--- src/rtl/incr_pkg.sv ---
// incr_pkg -- shared definitions for the incr_ctrl instruction sequencer.
//   OP_*    : two-bit opcode encoding presented on instruct
//   state_t : controller state encoding
package incr_pkg;

  localparam logic [1:0] OP_HALT = 2'b00;
  localparam logic [1:0] OP_INC  = 2'b01;
  localparam logic [1:0] OP_JNO  = 2'b10;
  localparam logic [1:0] OP_CLR  = 2'b11;

  typedef enum logic [1:0] {
    ST_IDLE  = 2'b00,
    ST_FETCH = 2'b01,
    ST_EXEC  = 2'b10,
    ST_DONE  = 2'b11
  } state_t;

endpackage

--- src/rtl/incr_ctrl_fulladder.sv ---
// fulladder -- two-bit ripple adder with carry-in and carry-out.
//   a, b  : two-bit addends
//   cin   : carry-in
//   sum   : two-bit sum
//   cout  : carry-out of the top bit
module fulladder (
  input  logic [1:0] a,
  input  logic [1:0] b,
  input  logic       cin,
  output logic [1:0] sum,
  output logic       cout
);

  logic c0;

  assign sum[0] = a[0] ^ b[0] ^ cin;
  assign c0     = (a[0] & b[0]) | (cin & (a[0] ^ b[0]));
  assign sum[1] = a[1] ^ b[1] ^ c0;
  assign cout   = (a[1] & b[1]) | (c0 & (a[1] ^ b[1]));

endmodule

--- src/rtl/incr_ctrl.sv ---
// incr_ctrl -- four-state sequencer (IDLE/FETCH/EXEC/DONE) that fetches
// two-bit opcodes over a valid/ready handshake and applies them to a
// two-bit accumulator.
//   clk, rst     : clock, asynchronous active-high reset
//   start        : launches a program from pc=0 (only honoured in IDLE)
//   instr_valid  : instruction source has an instruction on instruct/jump_target
//   instruct     : opcode (HALT/INC/JNO/CLR)
//   jump_target  : JNO destination
//   instr_ready  : high while waiting for an instruction (FETCH)
//   pc           : address of the instruction being requested
//   value        : accumulator
//   sta          : carry-out of the most recent INC (cleared by CLR)
//   mn           : high during the EXEC cycle of a HALT
//   busy         : high whenever not IDLE
//   done         : one-cycle pulse when a program completes
module incr_ctrl
  import incr_pkg::*;
#(
  parameter int PC_W = 4
) (
  input  logic            clk,
  input  logic            rst,
  input  logic            start,
  input  logic            instr_valid,
  input  logic [1:0]      instruct,
  input  logic [PC_W-1:0] jump_target,
  output logic            instr_ready,
  output logic [PC_W-1:0] pc,
  output logic [1:0]      value,
  output logic            sta,
  output logic            mn,
  output logic            busy,
  output logic            done
);

  state_t          state;
  logic [1:0]      op_p0;
  logic [PC_W-1:0] tgt_p0;
  logic [1:0]      inc_sum;
  logic            inc_cout;
  logic [PC_W-1:0] pc_next;

  fulladder u_add (
    .a    (value),
    .b    (2'b01),
    .cin  (1'b0),
    .sum  (inc_sum),
    .cout (inc_cout)
  );

  // Wraps silently at 2^PC_W.
  assign pc_next = pc + PC_W'(1);

  // Only combinational output: decoded from the latched opcode.
  assign mn = (state == ST_EXEC) && (op_p0 == OP_HALT);

  // Fetch stage: instruction capture (data only, no reset needed since
  // every use is qualified by state).
  always_ff @(posedge clk) begin
    if (state == ST_FETCH && instr_valid) begin
      op_p0  <= instruct;
      tgt_p0 <= jump_target;
    end
  end

  // Control FSM with registered outputs.
  always_ff @(posedge clk or posedge rst) begin
    if (rst) begin
      state       <= ST_IDLE;
      pc          <= '0;
      value       <= 2'b00;
      sta         <= 1'b0;
      done        <= 1'b0;
      busy        <= 1'b0;
      instr_ready <= 1'b0;
    end else begin
      case (state)
        ST_IDLE: begin
          if (start) begin
            state       <= ST_FETCH;
            pc          <= '0;
            value       <= 2'b00;
            sta         <= 1'b0;
            busy        <= 1'b1;
            instr_ready <= 1'b1;
          end
        end
        ST_FETCH: begin
          if (instr_valid) begin
            state       <= ST_EXEC;
            instr_ready <= 1'b0;
          end
        end
        ST_EXEC: begin
          state       <= ST_FETCH;
          instr_ready <= 1'b1;
          case (op_p0)
            OP_INC: begin
              value <= inc_sum;
              sta   <= inc_cout;
              pc    <= pc_next;
            end
            OP_CLR: begin
              value <= 2'b00;
              sta   <= 1'b0;
              pc    <= pc_next;
            end
            OP_JNO: begin
              // Jump only when the last INC did not carry out.
              pc <= sta ? pc_next : tgt_p0;
            end
            default: begin
              state       <= ST_DONE;
              instr_ready <= 1'b0;
              done        <= 1'b1;
            end
          endcase
        end
        ST_DONE: begin
          state <= ST_IDLE;
          done  <= 1'b0;
          busy  <= 1'b0;
        end
        default: begin
          state       <= ST_IDLE;
          done        <= 1'b0;
          busy        <= 1'b0;
          instr_ready <= 1'b0;
        end
      endcase
    end
  end

endmodule

--- config.mk ---
export PLATFORM = sky130hd
export DESIGN_NAME = incr_ctrl
export DESIGN_NICKNAME = d
export VERILOG_FILES = /design/src/rtl/incr_pkg.sv /design/src/rtl/incr_ctrl_fulladder.sv /design/src/rtl/incr_ctrl.sv
export SDC_FILE = /design/constraint.sdc
export NUM_CORES = 1
export LEC_CHECK = 0
export ABC_AREA = 1
export CORE_MARGIN = 1
export CORE_UTILIZATION = 47
export CTS_CLUSTER_DIAMETER = 60
export DETAILED_ROUTE_END_ITERATION = 8
export PLACE_DENSITY = 0.76
export SKIP_LAST_GASP = 1
export SLEW_MARGIN = 20
export SYNTH_ARGS = -nofsm -noshare
export SYNTH_HDL_FRONTEND = slang
export SYNTH_SLANG_ARGS = --single-unit
export TNS_END_PERCENT = 30
--- constraint.sdc ---
create_clock -name clk -period 1.8 [get_ports clk]
set_input_delay 0.54 -clock clk [delete_from_list [all_inputs] [get_ports clk]]
set_output_delay 0.54 -clock clk [all_outputs]
set_load 0.02 [all_outputs]
; ---- Word-level counts from Yosys, hierarchy flattened
; Cells that the tools add are included.
[word_totals]
regBits = 18
in_bits = 10
output_inout_bits = 11
word_cells = 61
[op_classes]
addsub = 1
n_eq_ne = 11
n_mux = 21
bitwise = 3
reduce_logical = 16
[op_table]
columns = op, count
row1 = $pmux W4 S2, 2
row2 = $reduce_and A3 Y1, 3
row3 = $eq A2 B2 Y1 const B, 4
row4 = $mux W2, 4
row5 = $mux W4, 2
row6 = $pmux W1 S2, 4
row7 = $pmux W2 S2, 2
row8 = $pmux W2 S4, 1
row9 = $ne A2 B2 Y1 const B, 3
row10 = $reduce_and A2 Y1, 3
row11 = $reduce_bool A2 Y1, 3
row12 = $mux W1, 5
row13 = $add A4 B1 Y4 const B, 1
row14 = $eq A2 B1 Y1 const B, 2
row15 = $logic_not A2 Y1, 2
row16 = $ne A3 B1 Y1 const B, 1
row17 = $ne A3 B2 Y1 const B, 1
row18 = $pmux W1 S3, 1
row19 = $reduce_bool A3 Y1, 1
row20 = $reduce_or A3 Y1, 1
row21 = $logic_and A1 B1 Y1, 2
row22 = $reduce_or A2 Y1, 1
row23 = $and A1 B1 Y1, 1
row24 = $not A1 Y1, 1
row25 = $xor A1 B1 Y1, 1

; ---- Depth between registers and ports, before layout
; Gate-level depths: netlist (run 1).
[depth]
ltp_word = 4
depth_mapped = 6
depth_no_buf = 6

; ---- By module
; From an unflattened synthesis (run 1), not the netlist that was laid out.
[hier_totals]
cells_unflattened = 102
area_unflattened_um2 = 879.6
[modules_own_cells]
columns = module, n_inst, cells_per_inst, area_per_inst_um2
row1 = incr_ctrl, 1, 92, 809.5
row2 = fulladder, 1, 10, 70.1

; ---- Worst setup path before layout (run 1)
; OpenSTA, ideal clock, no wires.
[synth_timing]
path_type = input port to flip-flop
from = input instr_valid
to = register op_p0[0] (enable)
setup_ns = 0.377
arrival_time_ns = 1.035
required_time_ns = 1.423
slack_ns = 0.388
stages = 2
path_cell_list = inv_1 nor3_1
[synth_via]
elab_chain_len = 1
[synth_lines]
columns = element, line_no
row1 = from (decl), incr_ctrl.sv:24  ; input logic instr_valid,
row2 = $logic_and A1 B1 Y1, incr_ctrl.sv:60  ; if (state == ST_FETCH && instr_valid) begin
row3 = to (signal assigned), incr_ctrl.sv:61  ; op_p0 <= instruct;
row4 = to (decl), incr_ctrl.sv:37  ; logic [1:0] op_p0;
; Every way passes these cells.
; A chain may end at the register's enable or synchronous reset.

; ---- Worst setup path after layout (run 1)
[layout_timing]
from = register value[0]
to = output value[0]
[layout_lines]
columns = element, line_no
row1 = from (decl), incr_ctrl.sv:29  ; output logic [1:0] value,
row2 = from (signal assigned), incr_ctrl.sv:99  ; value <= inc_sum;
; No word-level cell between the ends.

==> results of run 1 <==
==> cells in the mapped netlist (all sizes together) <==
library cell / n
nor3: 1
o21ai: 2
edfxtp: 6
buf: 1
nand3b: 2
a21oi: 1
nand4: 1
inv: 15
nand2: 27
nand3: 19
dfrtp: 12
nor2: 6
ha: 2
xnor2: 1
==> metal layers <==
layer / global-route usage, % / part of all wire, % / vias up
li1: - / - / 369
met1: 21.8 / 44 / 340
met2: 33.8 / 51 / 15
met3: 3.60 / 3.9 / 2
met4: 7.27 / 0.55 / 0
met5: 0 / 0 / -
==> worst paths after layout <==
check	from	end	slack (ns)
max in group asynchronous	rst	pc[3]$_DFFE_PP0P_	0.94
min in group asynchronous	rst	state[0]$_DFFE_PP0P_	0.54
min	instr_ready$_DFFE_PP0P_	instr_ready$_DFFE_PP0P_	0.48
max	value[0]$_DFFE_PP0P_	value[0]	-0.05
max reg2reg	state[0]$_DFFE_PP0P_	tgt_p0[2]$_DFFE_PP_	0.56
min reg2reg	instr_ready$_DFFE_PP0P_	instr_ready$_DFFE_PP0P_	0.48
==> placed cells by master, fill, tap and decap left out <==
cell              n
a21oi_1           1
buf_4             7
clkbuf_1          1
clkbuf_2          1
clkbuf_4          3
clkdlybuf4s50_1  16
dfrtp_1          12
dlygate4sd2_1     1
dlymetal6s2s_1    2
edfxtp_1          6
ha_1              2
inv_1            13
inv_2             2
nand2_1          26
nand2_2           1
nand3_1          17
nand3_2           2
nand3b_1          2
nand4_1           1
nor2_1            5
nor2_4            1
nor3_1            1
o21ai_0           1
o21ai_2           1
xnor2_1           1
==> power breakdown <==
group	total, mW	switching, mW	leakage [nW]	internal [mW]
Sequential	0.673	0.110	0.211	0.563
Clock	0.205	0.119	0.0150	0.0861
Combinational	0.781	0.432	0.393	0.350
==> kinds of logic after synthesis <==
logic type	after synthesis	share of synthesized area [%]
adder cells (fa/ha/maj)	2	2.90
flip-flops	18	55.7
AO/OA/AOI/OAI	3	2.18
XOR/XNOR	1	1.02
AND/OR/NAND/NOR	56	30.8
buffers and inverters	16	7.40
==> registers in the layout, indices dropped and copies added, names as in the netlist <==
| name | flops |
|---|---|
| pc | 4 |
| state | 2 |
| value | 2 |
| instr_ready | 1 |
| op_p0 | 2 |
| tgt_p0 | 4 |
| sta | 1 |
| done | 1 |
| busy | 1 |
==> cell type report <==
class	instances	area share, %
clock buffers	4	2.26
inverters	15	4.84
multi-input cells	62	27.3
flip-flops and latches	18	41.3
well taps	25	2.69
repair buffers	27	21.6
==> timing repair <==
item,CTS,global route
endpoints found under the hold margin,0,0
pin swaps,0,0
setup buffers,0,0
gates resized for setup,2,4
endpoints found under the setup margin,9,10
cloned,0,0
==> per-stage QoR <==
stage	hold WS, ns	TNS, ns	setup WS [ns]	utilization [%]	instances
floorplan	0.405	0	0.388	-	96
global placement	0.463	0	0.0160	65.9	147
detailed placement	0.465	0	0.00185	65.9	147
CTS	0.492	-0.431	-0.0992	67.3	151
global route	0.502	-0.370	-0.0900	67.4	151
finish	0.484	-0.123	-0.0533	67.4	151
==> results.md, run 1 <==
* Cells after Synth at 96
* Port-buffer cells at 20
* Cells on worst reg2reg path at 4
* Leakage at 0.619 nW
* Post-Route WL at about 1600 um
* Failing checks: setup timing
* Vias in the first global route at slightly below 700
* Cts bufs inserted at 3
* Post-synth top area cell: dfrtp_1
* Critical path's largest stage delay at roughly 0.62 ns
* Setup ws final at -0.0533 ns
* Die Y at ~45 um
* Largest net degree at the start of global routing at 13
* Period utilization at 103%
* Endpoint type of the worst setup path: primary output
* Routed vias at between 700 and 800
* Overflow after GRT at 0
* GPL Wtd Cong at approximately 0.8
* Worst hold stages at 2
* Crit-path slowest cell: clkdlybuf4s50_1
* Register bit total from synthesis at 18
* Tot Pwr at 1.66 mW
* Die footprint at approximately 2000 um2
* Fill count at 160
* Area after DPL at between 1000 and 1500 um2
* Finished Cell Area at about 1200 um2
* TritonCTS clock tree: done
* ANT nets after route at 0
* Synth top area cells: dfrtp_1 35%, edfxtp_1 21%, nand2_1 11%, nand3_1 9.9%, inv_1 5.7%
* First-pass GRT wire length at ~2700 um
* CP top delay family: buffers and inverters
* Hold buffer count at CTS at 0
* Clock Path Buffers at 2
* Skew final at 0.00761 ns
* Dpl hpwl at 1270 um
* Setup violators final at 4
* Outcome: finished with violations
* Required @ worst endpoint at 1.26 ns
* Yosys cell types at 19
* Buf+Inv Stages, Crit Path at 1
* Nets@finish at approximately 140
* Pwr Density at 1430 nW/um2
* Setup CP Type: reg -> out
* Mean area per synthesized cell at 8.98 um2
* Synth top area share at 34.8%
* Levels on crit path at 1
* Yosys warns at 0
* Initial antenna violation count at 0
* Worst VDD drop at between 0.0008 and 0.0009 V
* RSZ-0062 raised after global routing: true
* Net Count, Synth at between 100 and 150
* Drt pass-1 iters at 4
* Tot GR Track Use at roughly a fifth
* Sequential share of the synthesized area at between 50% and 60%
* Fin. Hold Viols at 0
* Startpoint types: flip-flop
* Post-Syn Area at between 800 and 900 um2
* Vias per Instance at just under 5
* Root Buffer: clkbuf_4
* Initial core utilization at 49.9%
* Multi-input combinational cell area at between 300 and 400 um2
* Worst skew pair latency at between 0.2 and 0.3 ns
* DR DRC count at 0
* Worst Hold Class: reg -> reg
* Reg area at 480 um2
* Relative slew slack at between 60 and 70%
* Fraction of layout cells with a size suffix above 1 at between 10% and 20%
* Row count at 15
* WL/cell at around 11 um
* Max Slew Vio Count at 0
* Reg clk slew, reported paths at 0.09 ns
* CTS Sinks at 18
* DRT iter0 DRCs at 11
* Tmin final at 1.85 ns
* Number of max-cap violations at 0
* Crit path cell chain: clkdlybuf4s50_1
* Crit path arrival time at between 1 and 1.5 ns
* Worst Tran Pin Value at 0.458 ns
* Area delta synth->final at 35.0%
* N_diodes at 0
* I/O pin count at 21
* CP max FO at 4
* Fmax at 540 MHz
* Core area at 1730 um2
* Die X at 44.8 um
* H-tree levels at 1
Power figures use the tool's default switching activity.
==> inputs of run 2 (changes only) <==
- CORE_MARGIN: 1 -> unset
==> results of run 2 <==
No change in the layout: final DEF, timing and power equal those of run 1.
